File: src/rtl/des_key_schedule.sv
// des_key_schedule: iterative DES subkey generator, one 48-bit subkey per handshake, encrypt or decrypt order
module des_key_schedule #(
  parameter int NUM_ROUNDS = 16,
  parameter int SUBKEY_W = 48
) (
  input  logic                clk,
  input  logic                rst_n,
  input  logic                start,
  input  logic                decrypt,
  input  logic [63:0]         key_in,
  output logic [SUBKEY_W-1:0] sub_key,
  output logic                sub_key_valid,
  input  logic                sub_key_ready,
  output logic [3:0]          round_idx,
  output logic                busy,
  output logic                done
);
  typedef enum logic [1:0] {S_IDLE, S_EMIT, S_DONE} state_t;
  // Tables use FIPS numbering: position 1 is the MSB of the source vector
  localparam int PC1_T [56] = '{57, 49, 41, 33, 25, 17,  9,  1, 58, 50, 42, 34, 26, 18,
                                10,  2, 59, 51, 43, 35, 27, 19, 11,  3, 60, 52, 44, 36,
                                63, 55, 47, 39, 31, 23, 15,  7, 62, 54, 46, 38, 30, 22,
                                14,  6, 61, 53, 45, 37, 29, 21, 13,  5, 28, 20, 12,  4};
  localparam int PC2_T [48] = '{14, 17, 11, 24,  1,  5,  3, 28, 15,  6, 21, 10,
                                23, 19, 12,  4, 26,  8, 16,  7, 27, 20, 13,  2,
                                41, 52, 31, 37, 47, 55, 30, 40, 51, 45, 33, 48,
                                44, 49, 39, 56, 34, 53, 46, 42, 50, 36, 29, 32};
  // Rounds (0-based) whose rotation is a single bit: K1, K2, K9, K16
  localparam logic [15:0] SINGLE = 16'h8103;
  localparam logic [3:0] LAST_IDX = 4'(NUM_ROUNDS - 1);
  function automatic logic [55:0] pc1(input logic [63:0] k);
    logic [55:0] r;
    for (int i = 0; i < 56; i++) r[55 - i] = k[6'(64 - PC1_T[i])];
    return r;
  endfunction
  function automatic logic [47:0] pc2(input logic [55:0] cd);
    logic [47:0] r;
    for (int i = 0; i < 48; i++) r[47 - i] = cd[6'(56 - PC2_T[i])];
    return r;
  endfunction
  function automatic logic [27:0] rotl(input logic [27:0] x, input logic two);
    return two ? {x[25:0], x[27:26]} : {x[26:0], x[27]};
  endfunction
  function automatic logic [27:0] rotr(input logic [27:0] x, input logic two);
    return two ? {x[1:0], x[27:2]} : {x[0], x[27:1]};
  endfunction
  state_t      state;
  logic [27:0] c, d;
  logic        dec_q;
  logic [55:0] pk;
  logic [3:0]  nxt_idx;
  logic        two, last;
  // Encrypt rotates by the shift of the round about to be emitted; decrypt undoes the one just emitted
  always_comb begin
    pk = pc1(key_in);
    nxt_idx = dec_q ? round_idx - 4'd1 : round_idx + 4'd1;
    two = dec_q ? ~SINGLE[round_idx] : ~SINGLE[nxt_idx];
    last = dec_q ? round_idx == 4'd0 : round_idx == LAST_IDX;
  end
  assign sub_key = SUBKEY_W'(pc2({c, d}));
  always_ff @(posedge clk or negedge rst_n) begin
    if (!rst_n) begin
      state <= S_IDLE;
      c <= '0;
      d <= '0;
      dec_q <= 1'b0;
      round_idx <= '0;
      sub_key_valid <= 1'b0;
      busy <= 1'b0;
      done <= 1'b0;
    end else begin
      case (state)
        S_IDLE: if (start) begin
          c <= decrypt ? pk[55:28] : rotl(pk[55:28], 1'b0);
          d <= decrypt ? pk[27:0] : rotl(pk[27:0], 1'b0);
          dec_q <= decrypt;
          round_idx <= decrypt ? LAST_IDX : 4'd0;
          sub_key_valid <= 1'b1;
          busy <= 1'b1;
          state <= S_EMIT;
        end
        S_EMIT: if (sub_key_ready) begin
          if (last) begin
            sub_key_valid <= 1'b0;
            busy <= 1'b0;
            done <= 1'b1;
            state <= S_DONE;
          end else begin
            c <= dec_q ? rotr(c, two) : rotl(c, two);
            d <= dec_q ? rotr(d, two) : rotl(d, two);
            round_idx <= nxt_idx;
          end
        end
        default: begin
          done <= 1'b0;
          state <= S_IDLE;
        end
      endcase
    end
  end
endmodule

File: config.mk
export PLATFORM = sky130hd
export DESIGN_NAME = des_key_schedule
export DESIGN_NICKNAME = d
export VERILOG_FILES = /design/src/rtl/des_key_schedule.sv
export SDC_FILE = /design/constraint.sdc
export NUM_CORES = 1
export LEC_CHECK = 0
export ABC_AREA = 1
export CORE_ASPECT_RATIO = 2
export CORE_MARGIN = 2
export CORE_UTILIZATION = 46
export DETAILED_ROUTE_END_ITERATION = 8
export GPL_TIMING_DRIVEN = 0
export PLACE_DENSITY = 0.81
export RECOVER_POWER = 25
export SLEW_MARGIN = 20
export SYNTH_ARGS = -nofsm -noshare
export SYNTH_HDL_FRONTEND = slang
export SYNTH_SLANG_ARGS = --single-unit
File: constraint.sdc
create_clock -name clk -period 3.05 [get_ports clk]
set_clock_uncertainty 0.15 [all_clocks]
set_input_delay 0.4575 -clock clk [delete_from_list [all_inputs] [get_ports clk]]
set_output_delay 0.4575 -clock clk [all_outputs]
set_load 0.01 [all_outputs]
==> results of run 1 <==
worst max-delay path: stages (launching register included):
cell,delay (ns)
dfrtp_1,0.40
buf_6,0.15
inv_6,0.08
clkbuf_4,0.25
fa_2,0.48
nand2_1,0.15
nand3b_1,0.15
nand3_2,0.11
nand2_4,0.19
buf_6,0.19
nand2_1,0.13
nand2_1,0.10
nand3_1,0.10
a21oi_1,0.15
layout by cell type, fill, tap and decap left out, types with 11 or more instances in the layout:
cell type	Yosys	final
clkbuf_1	24	25
a21oi_1	69	69
nor2_1	57	57
inv_1	17	17
buf_4	53	55
clkdlybuf4s50_1	0	65
conb_1	1	21
nand2_1	209	209
buf_2	15	14
nand3_1	193	193
a31oi_1	18	18
dfrtp_1	65	65
nand3_2	11	11
sequential cells by signal, indices dropped and copies added (netlist names):
signal	flops
state	2
busy	1
c	28
dec_q	1
d	28
round_idx	4
done	1
path summary, 6_finish.rpt:
check                       from     to  slack [ns]  depth (start not counted)
max in group asynchronous  rst_n  c[26]        0.46                          3
min                        c[15]  c[15]        0.36                          2
max                        dec_q  c[17]        0.20                         13
min reg2reg                c[15]  c[15]        0.36                          2
min in group asynchronous  rst_n   d[4]        0.59                          2
max reg2reg                dec_q  c[17]        0.20                         13
synthesized netlist by cell type, drive strengths merged:
| cell | instances |
|---|---|
| o22ai | 2 |
| inv | 21 |
| clkbuf | 24 |
| o21ai | 5 |
| dfrtp | 65 |
| conb | 1 |
| fa | 1 |
| nand2 | 218 |
| nand3 | 206 |
| buf | 79 |
| o31ai | 1 |
| nand3b | 1 |
| a21oi | 69 |
| a22oi | 6 |
| ha | 4 |
| a31oi | 18 |
| nor2 | 58 |
repair_timing:
item                                    CTS  global route
endpoints found under the setup margin   51            55
setup buffers                             0             1
pin swaps                                 0             0
hold endpoints to repair                 14             0
hold buffers                              1             0
gates resized for setup                   1             7
cell families after synthesis:
group / after synthesis / share of synthesized area (%)
AOI/OAI and AO/OA: 101 / 10.5
adders and majority gates: 5 / 1.35
buffers and inverters: 124 / 14.8
DFF: 65 / 31.2
other: 1 / 0.0720
and+or+nand+nor: 483 / 42.0
stage by stage:
step / setup WS [ns] / instances / setup TNS [ns] / util (%) / hold WS [ns]
2_1_floorplan: 0.562 / 799 / 0 / - / 0.0119
3_3_place_gp: -0.722 / 1007 / -50.23 / 54.9 / 0.344
3_5_place_dp: -0.248 / 1008 / -5.00 / 55.1 / 0.188
4_1_cts: 0.00339 / 1025 / 0 / 57.9 / 0.364
5_1_grt: -0.0000902 / 1026 / -0.0000902 / 57.9 / 0.387
6_report: 0.199 / 1026 / 0 / 57.9 / 0.359
metal layers:
metal	share of wire [%]	vias up	track usage, %
li1	-	2764	-
met3	7.9	52	4.84
met2	48	341	46.7
met4	4.0	2	14.9
met5	0.073	-	0
met1	40	2667	38.0
layout make-up:
cell class,count,share of cell area [%]
multi-input combinational,610,44.9
sequential,65,25.2
buffer,103,10.7
timing repair buffer,69,10.5
clock buffer,11,3.76
tap,142,2.75
inverter,21,1.30
clock inverter,5,0.853
==> qor.txt, run 1 <==
status = finished, final reports clean
antenna cell count = 0
critical path type = flip-flop to flip-flop
final setup fails = 0
synth unique cells = 28
buffers added on ports = 66
largest net degree at the start of global routing = 52
router iterations before antenna repair = 7
#FFs+latches synth = 65
crit path DAT = 2.96 ns
Startpoint Class = flip-flop
die height = 154 µm
Max-Cap Viols = 0
post-DR vias/cell = 5.68
Slew Limit Headroom = 17.7%
Least-Margin Pin Slew = 1.23 ns
Clock Sinks = 65
Tcrit/Tclk final = 93.5%
Post-Syn Area = 0.00521 mm²
CTS Root Cell = clkbuf_16
placed inst area = 0.00615 mm²
YS warnings = 0
clock latency on the worst-skew pair = 0.34 ns
crit path max fanout = 10
Initial Util = 46.7%
biggest area consumer among synthesized cells = dfrtp_1
wire per inst = 17.3 µm
first-pass GRT wire length = 27,700 µm
Synth top area share = 31.2%
Residual DRC = 0
f_max = 351 MHz
dpl hpwl = 13,500 µm
layout cells sized above 1 = 14.0%
GRT Total Usage = 29.3%
# rows = 55
maximum clock path buffer count = 2
Reg area = 0.00163 mm²
DR iter-0 viols = 602
die width = 79.2 µm
Post-Route WL = 17,700 µm
final hold violation count = 0
minimum clock period = 2.85 ns
CTS H-tree depth = 3
GRT overflow = 0
initial antenna violation count = 1
final weighted congestion in routability-driven placement = 0.985
mean post-synth cell area = 6.69 µm²
CP required = 3.16 ns
Worst setup EP type = flip-flop
vias in the first global route = 5,417
CTS Buf Count = 9
P&R area growth vs syn = 23.9%
Via Count = 5,826
area of the multi-input gates = 0.00290 mm²
# fillers = 1,094
Die ar. = 0.0122 mm²
Reg clk slew, reported paths = 0.05 ns
CTS tree = done
core outline area = 0.0111 mm²
Area contributors post-synth = dfrtp_1 (31%), nand3_1 (19%), nand2_1 (15%)
Seq/Total Area, Yosys = 31.2%
Pins Over Slew Limit = 0
Final Cell Area = 0.00645 mm²
IO Count = 124
Worst Hold Class = flip-flop to flip-flop
Syn Inst Count = 779
Routed Antenna Nets = 0
Layout Nets = 953
Power of run 1 is left out: the tool's default activity adds up to more than one toggle a clock period on the data nets, which glitch-free logic cannot reach.
==> run 2: changes to the inputs <==
--- a/config.mk
+++ b/config.mk
@@ -13,7 +13,7 @@
 export GPL_TIMING_DRIVEN = 0
 export PLACE_DENSITY = 0.81
 export RECOVER_POWER = 25
-export SLEW_MARGIN = 20
+export SLEW_MARGIN = 0
 export SYNTH_ARGS = -nofsm -noshare
 export SYNTH_HDL_FRONTEND = slang
 export SYNTH_SLANG_ARGS = --single-unit
==> run 2 against run 1 <==
The flow now finishes with violations (max-capacitance violations, max-slew violations); maximum frequency fell by 0.29%; register-to-register slack barely moved; cell area increased by 0.70%; hold slack better by 0.0090 ns; global-route usage hardly changed; sequential share of layout area is 0.17 points lower; die area is the same; via count grew 0.17%.
==> qor.txt, run 2 (synthesized netlist as in run 1, its figures left out) <==
status = finished, violations left
failing checks = max-capacitance violations, max-slew violations
RSZ-0062 raised after global routing = no
P&R area growth vs syn = 24.8%
first-pass GRT wire length = 27,800 µm (+0.37%)
commonest non-fill, non-tap cell in the layout = nand2_1
CTS tree = done
Register-to-Register Path Depth = 13 (unchanged)
Reg2Reg Setup Slack = 0.19 ns (about the same)
CP required = 3.16 ns (about the same)
Tcrit/Tclk final = 93.8% (+0.27 points)
IO Count = 124 (unchanged)
largest net degree at the start of global routing = 66 (+27%)
Routed Antenna Nets = 0 (unchanged)
Hold-fix buffers, CTS = 0 (-1)
GRT overflow = 0 (unchanged)
Startpoint Class = flip-flop
# rows = 55 (unchanged)
Reg clk slew, reported paths = 0.06 ns (about the same)
wire per inst = 17.3 µm (about the same)
Die ar. = 0.0122 mm² (unchanged)
Clock Sinks = 65 (unchanged)
final hold violation count = 0 (unchanged)
TNS Setup = 0 ns (unchanged)
Max-Cap Viols = 1 (+1)
router iterations before antenna repair = 6 (-1)
commonest cells after routing, fill and taps aside = nand2_1 (209), nand3_1 (193), a21oi_1 (68)
Layout Nets = 952 (-0.10%)
Post-Route WL = 17,700 µm (unchanged)
CTS Root Cell = clkbuf_16
Pins Over Slew Limit = 66 (+66)
core outline area = 0.0111 mm² (unchanged)
GRT Total Usage = 29.3% (about the same)
final setup fails = 0 (unchanged)
Via Count = 5,836 (+0.17%)
Residual DRC = 0 (unchanged)
CTS H-tree depth = 3 (unchanged)
antenna cell count = 0 (unchanged)
worst setup path endpoint = c[10]
layout cells sized above 1 = 14.3% (+0.24 points)
initial antenna violation count = 0 (-1)
buffers added on ports = 66 (unchanged)
CTS Buf Count = 9 (unchanged)
maximum clock path buffer count = 2 (unchanged)
minimum clock period = 2.86 ns (+0.00833 ns)
Slew Limit Headroom = -7.97% (-26 points)
post-DR vias/cell = 5.69 (+0.27%)
largest registers = c: 28 flops, d: 28 flops, round_idx: 4 flops
CP Launch Point = dec_q
final weighted congestion in routability-driven placement = 0.985 (unchanged)
Initial Util = 46.7% (unchanged)
f_max = 350 MHz (-0.29%)
dpl hpwl = 13,500 µm (-0.36%)
die height = 154 µm (unchanged)
crit path max fanout = 10 (unchanged)
worst r2r dst = c[10]
DR iter-0 viols = 652 (+8.3%)
final core occ = 58.3% (+0.40 points)
Least-Margin Pin Slew = 1.62 ns (+0.385 ns)
crit path DAT = 2.97 ns (about the same)
clock latency on the worst-skew pair = 0.34 ns (about the same)
Worst Hold Class = flip-flop to flip-flop
worst r2r src = dec_q
critical path type = flip-flop to flip-flop
vias in the first global route = 5,543 (+2.3%)
Worst setup EP type = flip-flop
die width = 79.2 µm (unchanged)
[run 2: cell types whose count changed in the layout (fill, tap and decap cells not counted)]
cell / previous run / this run
a21oi_2: 0 / 1
clkinvlp_4: 2 / 1
buf_4: 55 / 56
dlygate4sd3_1: 1 / 0
clkinv_2: 2 / 1
clkbuf_1: 25 / 24
a21oi_1: 69 / 68
bufinv_16: 1 / 3
[run 2: routing by layer]
layer / vias to the layer above / share of wire [%] / track usage (%)
li1: 2764 / - / -
met1: 2687 / 40 / 37.3
met2: 338 / 47 / 46.8
met3: 47 / 7.7 / 5.72
met4: 0 / 4.5 / 14.8
met5: - / 0 / 0
[run 2: per-stage QoR]
stage | setup slack [ns] | cell area, µm² | cells | hold WS (ns)
detailed placement | -0.226 | 6120 | 1007 | 0.350
finish | 0.190 | 6500 | 1025 | 0.368
floorplan | 0.562 | 5280 | 799 | 0.0119
CTS | 0.00704 | 6470 | 1023 | 0.107
global placement | -0.722 | 6120 | 1007 | 0.344
global route | 0.0108 | 6500 | 1025 | 0.389
[run 2: critical path, cell delays in order, from the launching register on]
cell,delay [ns]
dfrtp_1,0.39
buf_6,0.14
inv_6,0.08
clkbuf_4,0.24
fa_2,0.48
nand2_1,0.15
nand3b_1,0.15
nand3_2,0.12
nand2_4,0.19
buf_6,0.19
nand2_1,0.09
nand2_1,0.10
nand3_1,0.13
a21oi_2,0.16
[run 2: worst min-delay path by stage]
stage               depth (start not counted)  startpoint    end
floorplan                                   0       rst_n   busy
global placement                            2       c[23]  c[23]
detailed placement                          2       c[13]  c[13]
CTS                                         1       rst_n   d[5]
global route                                2       c[21]  c[21]
finish                                      2       c[14]  c[14]
[run 2: cell type report]
| type | instances | area, µm² |
|---|---|---|
| Timing Repair Buffer | 68 | 671 |
| Sequential cell | 65 | 1630 |
| Clock buffer | 11 | 243 |
| Tap cell | 142 | 178 |
| Clock inverter | 5 | 103 |
| Inverter | 21 | 83.8 |
| Fill cell | 1082 | 4650 |
| Multi-Input combinational cell | 610 | 2900 |
| Buffer | 103 | 693 |
[run 2: repair_timing]
item / CTS / global route
gates cloned: 0 / 0
resized for setup: 1 / 8
setup buffers: 0 / 2
setup endpoints to repair: 52 / 55
Power of run 2 is left out for the same reason.
